--- src/rtl/audio_pkg.sv ---
// Shared audio types and constants for the I2S transmit path.
package audio_pkg;

    localparam int DATA_W        = 16;
    localparam int SLOT_BITS_DEF = 32;

    typedef logic [DATA_W-1:0] sample_t;

    localparam logic LR_LEFT  = 1'b0;
    localparam logic LR_RIGHT = 1'b1;

endpackage

--- src/rtl/i2s_clk_div.sv ---
// Bit-clock generator: divides clk down to BCLK and flags the cycle in which
// BCLK is about to rise or fall, so callers can register alongside the toggle.
module i2s_clk_div #(
    parameter int BCLK_DIV = 4
) (
    input  logic clk,
    input  logic reset_n,
    output logic bclk,
    output logic rise,
    output logic fall
);

    localparam int CW = (BCLK_DIV > 1) ? $clog2(BCLK_DIV) : 1;

    logic [CW-1:0] div_cnt;
    logic          tc;

    assign tc   = (div_cnt == CW'(BCLK_DIV - 1));
    assign rise = tc & ~bclk;
    assign fall = tc & bclk;

    always_ff @(posedge clk) begin
        if (!reset_n) begin
            div_cnt <= '0;
            bclk    <= 1'b0;
        end else if (tc) begin
            div_cnt <= '0;
            bclk    <= ~bclk;
        end else begin
            div_cnt <= div_cnt + 1'b1;
        end
    end

endmodule

--- src/rtl/audio_i2s_tx.sv ---
// Mono I2S transmitter: one-entry sample buffer, frame loader and bit shifter.
// The same sample goes out in the left and right slot of each frame.
module audio_i2s_tx
    import audio_pkg::*;
#(
    parameter int BCLK_DIV  = 4,
    parameter int SLOT_BITS = SLOT_BITS_DEF
) (
    input  logic    clk,
    input  logic    reset_n,
    input  sample_t sample_in,
    input  logic    sample_valid,
    output logic    sample_ready,
    output logic    i2s_bclk,
    output logic    i2s_lrclk,
    output logic    i2s_sdata,
    output logic    frame_start,
    output logic    underrun
);

    localparam int FRAME_BITS = 2 * SLOT_BITS;
    localparam int BW         = $clog2(FRAME_BITS);

    logic          fall;
    logic          rise_unused;
    logic [BW-1:0] bit_cnt;
    logic [BW-1:0] bit_cnt_nxt;
    logic [BW-1:0] slot_pos;
    logic          load;
    logic          sdata_nxt;
    sample_t       frame_sample;
    sample_t       buf_q;
    logic          buf_full;

    i2s_clk_div #(
        .BCLK_DIV(BCLK_DIV)
    ) u_clk_div (
        .clk    (clk),
        .reset_n(reset_n),
        .bclk   (i2s_bclk),
        .rise   (rise_unused),
        .fall   (fall)
    );

    assign sample_ready = ~buf_full;
    assign bit_cnt_nxt  = (bit_cnt == BW'(FRAME_BITS - 1)) ? '0 : bit_cnt + 1'b1;
    assign load         = fall && (bit_cnt_nxt == '0);
    assign slot_pos     = (bit_cnt_nxt >= BW'(SLOT_BITS)) ? bit_cnt_nxt - BW'(SLOT_BITS)
                                                           : bit_cnt_nxt;

    // Slot position 1 carries the MSB (one-BCLK I2S delay); past DATA_W it pads with zeros.
    always_comb begin
        sdata_nxt = 1'b0;
        for (int i = 0; i < DATA_W; i++) begin
            if (slot_pos == BW'(DATA_W - i)) sdata_nxt = frame_sample[i];
        end
    end

    always_ff @(posedge clk) begin
        if (!reset_n) begin
            bit_cnt      <= '0;
            i2s_lrclk    <= LR_LEFT;
            i2s_sdata    <= 1'b0;
            frame_start  <= 1'b0;
            underrun     <= 1'b0;
            frame_sample <= '0;
            buf_q        <= '0;
            buf_full     <= 1'b0;
        end else begin
            frame_start <= 1'b0;
            underrun    <= 1'b0;
            if (fall) begin
                bit_cnt   <= bit_cnt_nxt;
                i2s_lrclk <= (bit_cnt_nxt >= BW'(SLOT_BITS)) ? LR_RIGHT : LR_LEFT;
                i2s_sdata <= sdata_nxt;
            end
            // An empty buffer with a sample arriving on the load cycle bypasses straight in.
            if (load) begin
                frame_start <= 1'b1;
                if (buf_full) begin
                    frame_sample <= buf_q;
                    buf_full     <= 1'b0;
                end else if (sample_valid) begin
                    frame_sample <= sample_in;
                end else begin
                    underrun <= 1'b1;
                end
            end else if (sample_valid && !buf_full) begin
                buf_q    <= sample_in;
                buf_full <= 1'b1;
            end
        end
    end

endmodule
--- config.mk ---
export PLATFORM = sky130hd
export DESIGN_NAME = audio_i2s_tx
export DESIGN_NICKNAME = d
export VERILOG_FILES = /design/src/rtl/audio_pkg.sv /design/src/rtl/i2s_clk_div.sv /design/src/rtl/audio_i2s_tx.sv
export SDC_FILE = /design/constraint.sdc
export NUM_CORES = 1
export LEC_CHECK = 0
export ABC_AREA = 1
export CAP_MARGIN = 10
export CORE_MARGIN = 2
export CORE_UTILIZATION = 55
export CTS_CLUSTER_DIAMETER = 200
export DETAILED_ROUTE_END_ITERATION = 8
export PLACE_DENSITY = 0.78
export SETUP_SLACK_MARGIN = 0.1
export SLEW_MARGIN = 20
export SYNTH_ARGS = -nofsm -noshare
export SYNTH_HDL_FRONTEND = slang
export SYNTH_SLANG_ARGS = --single-unit
export TNS_END_PERCENT = 100
--- constraint.sdc ---
create_clock -name clk -period 2.05 [get_ports clk]
set_clock_uncertainty 0.1 [all_clocks]
set_input_delay 0.3075 -clock clk [delete_from_list [all_inputs] [get_ports clk]]
set_output_delay 0.3075 -clock clk [all_outputs]
set_load 0.01 [all_outputs]
==> metrics.md <==
| Metric | Value |
|---|---|
| Status | finished, final reports clean |
| # fillers | approximately 360 |
| CTS Root Buffer Type | clkbuf_8 |
| Final wirelength | 4660 µm |
| Row cnt | 23 |
| Num ports | 25 |
| Final Core Density | 0.681 |
| Total core area | between 4000 and 5000 µm² |
| Detailed-route DRC error count | 0 |
| Sink Count | 46 |
| Post-synthesis cell type count | 28 |
| Ant diodes | 0 |
| Post-synth top cells | nand2_1, nor2_1, dfxtp_1, inv_1, o21ai_0 |
| Initial DRC Count | between 100 and 150 |
| Full die area | about 4800 µm² |
| Setup crit end kind | flip-flop |
| Post-synth top area cell | dfxtp_1 |
| Final Max Slew Viols | 0 |
| Min-Delay Path Class | reg -> reg |
| Max-cap violations | 0 |
| Vias in the first global route | around 1.9k |
| Drt first pass iters | 4 |
| Worst path most repeated cell | nand2_1 |
| Final setup vio count | 0 |
| Post-layout minimum cycle time | between 1.5 and 2 ns |
| Buf/Inv on CP | 3 |
| CP max stage delay | ~0.34 ns |
| DR vias/cell | between 4 and 5 |
| Port Buffers | 24 |
| CTS Hold Bufs | 0 |
| Required @ worst endpoint | ~2.2 ns |
| Setup CP Type | reg -> reg |
| Mapped Cells | 362 |
| Fmax | 0.556 GHz |
| Via Count | ~2.1k |
| Post CTS Setup Buffer Count | 0 |
| Post-synth EDFFs | 0 |
| Most frequent cell after synthesis | nand2_1 |
| Setup TNS | 0 ns |
| PwrDens | roughly 600 nW/µm² |
| CP Launch Type | flip-flop |
| Area Growth Syn to Fin | 17.6% |
| Pleak | approximately 1.4 nW |
| Die height | between 60 and 70 µm |
| Layout cells sized above 1 | 0.0895 |
| Cell Area, Synth | between 2000 and 2500 µm² |
| Slew margin rel. | 0.593 |
| Sequential-to-total area share from yosys stat | 0.392 |
| Top_reg_cell synth | dfxtp_1 |
| Starting Density | 0.579 |
| Die Span X | around 69 µm |
| CP delay by family, top | simple AND/OR/NAND/NOR gates |
| Crit-path slowest cell | dfxtp_1 |
| Top cells by area, synth | dfxtp_1, nand2_1, nor2_1 |
| Htree depth | 2 |
| Worst-margin pin slew | 0.609 ns |
| Asr flop ratio synth | 0 |
| Critical path peak fanout | 5 |
| Clock latency on the worst-skew pair | 0.29 ns |
| WP data arrival | 1.93 ns |
| RSZ-0062 raised after global routing | yes |
| Final count of hold timing violations | 0 |
| Post-synth top area share | 0.392 |
| Antenna Violating Nets Remaining | 0 |
| Avg Inst Size Synth | 6.49 µm² |
| CP cell instances | buf_4, inv_1, ha_1, inv_1, nand2_1, o21ai_0, nand2_1, nand2_1, nand3_1, nand2_1, nand2_1, a21oi_1 |
| GRT overflow | 0 |
| VDD IR max | 0.452 mV |
| Gpl congestion | around 0.85 |
| First-pass GRT wire length | approximately 7700 µm |
| Clk buf depth | 2 |
| CTS tree | built |
| NumNets Final | approximately 420 |
| Inserted Clock Buffers | 5 |
| Final HPWL DP | 3180 µm |
| Yosys warns | 0 |
| Routed length per placed instance | 10.6 µm |
| Initial antenna violation count | 0 |
| Pin count of the biggest net entering global routing | 33 |
| GRT Resource Usage Total | 0.191 |
| Clk pin slew, worst setup/hold paths | 0.08 ns |
| Register bit count reported by yosys | 46 |
| Final worst path period share | 0.878 |
| Synthesized Nets | 387 |
## what timing repair did
action / in CTS / in global routing
gates cloned: 0 / 1
endpoints found under the setup margin: 3 / 33
resized for setup: 1 / 6
## flip-flops by register name, indices dropped and copies added (netlist names)
name / count
frame_start: 1
u_clk_div.bclk: 1
buf_q: 16
frame_sample: 16
u_clk_div.div_cnt: 2
underrun: 1
i2s_lrclk: 1
bit_cnt: 6
buf_full: 1
i2s_sdata: 1
## layout by cell type (no fill, tap or decap), types with 2 or more instances in the layout
cell	instances
ha_1	5
nand2_4	2
dfxtp_1	45
buf_4	9
o21ai_0	25
nor3_1	2
inv_1	46
nand4_1	2
buf_6	2
nand3_1	7
nor2_2	2
clkdlybuf4s50_1	24
nor2_1	73
clkbuf_8	6
nand2_2	4
nand2_1	107
clkinv_1	2
a21oi_1	12
## kinds of logic (layout without fill, tap and decap cells)
family                     Yosys count  in the layout  share of synthesized area
and+or+nand+nor                    205            206                      0.365
buffers and inverters               64             92                      0.120
DFF                                 46             46                      0.392
AOI/OAI and AO/OA                   41             41                     0.0906
adders and majority gates            6              6                     0.0320
## report_power, final
group / leakage, nW / internal [mW] / switching [mW]
sequential: 0.376 / 0.926 / 0.00973
combinational: 0.967 / 0.0831 / 0.109
clock: 0.0482 / 0.272 / 0.294
total: 1.39 / 1.28 / 0.412
## routing by layer
| metal | global-route usage | vias up | share of wire |
|---|---|---|---|
| li1 | - | 1149 | - |
| met3 | 0.0349 | 8 | 0.033 |
| met4 | 0.0588 | 0 | 0.015 |
| met2 | 0.351 | 27 | 0.49 |
| met1 | 0.224 | 923 | 0.46 |
| met5 | 0 | - | 0 |
## final timing paths
kind / startpoint / slack (ns) / cells past startpoint / to
min: u_clk_div.div_cnt[0] / 0.34 / 1 / u_clk_div.div_cnt[0]
max reg2reg: bit_cnt[1] / 0.25 / 12 / i2s_sdata
max: bit_cnt[1] / 0.25 / 12 / i2s_sdata
min reg2reg: u_clk_div.div_cnt[0] / 0.34 / 1 / u_clk_div.div_cnt[0]
## metrics by stage
stage	instances	total power [mW]	instance area [µm²]	setup slack (ns)	hold WS, ns
floorplan	362	1.08	2350	0.270	0.304
global placement	432	1.14	2640	0.191	0.317
detailed placement	432	1.14	2640	0.0984	0.330
CTS	440	1.71	2740	0.176	0.342
global route	441	1.78	2760	0.0797	0.355
finish	441	1.69	2760	0.251	0.340
## layout make-up
cell class,instances,area [µm²],area share
clock buffer,7,86.3,0.0313
sequential,46,922,0.334
inverter,49,184,0.0666
multi-input combinational,253,1170,0.424
timing repair buffer,35,330,0.120
clock inverter,1,5.00,0.00181
tap,50,62.6,0.0227
Note: power is estimated with default switching activity, not from simulation.
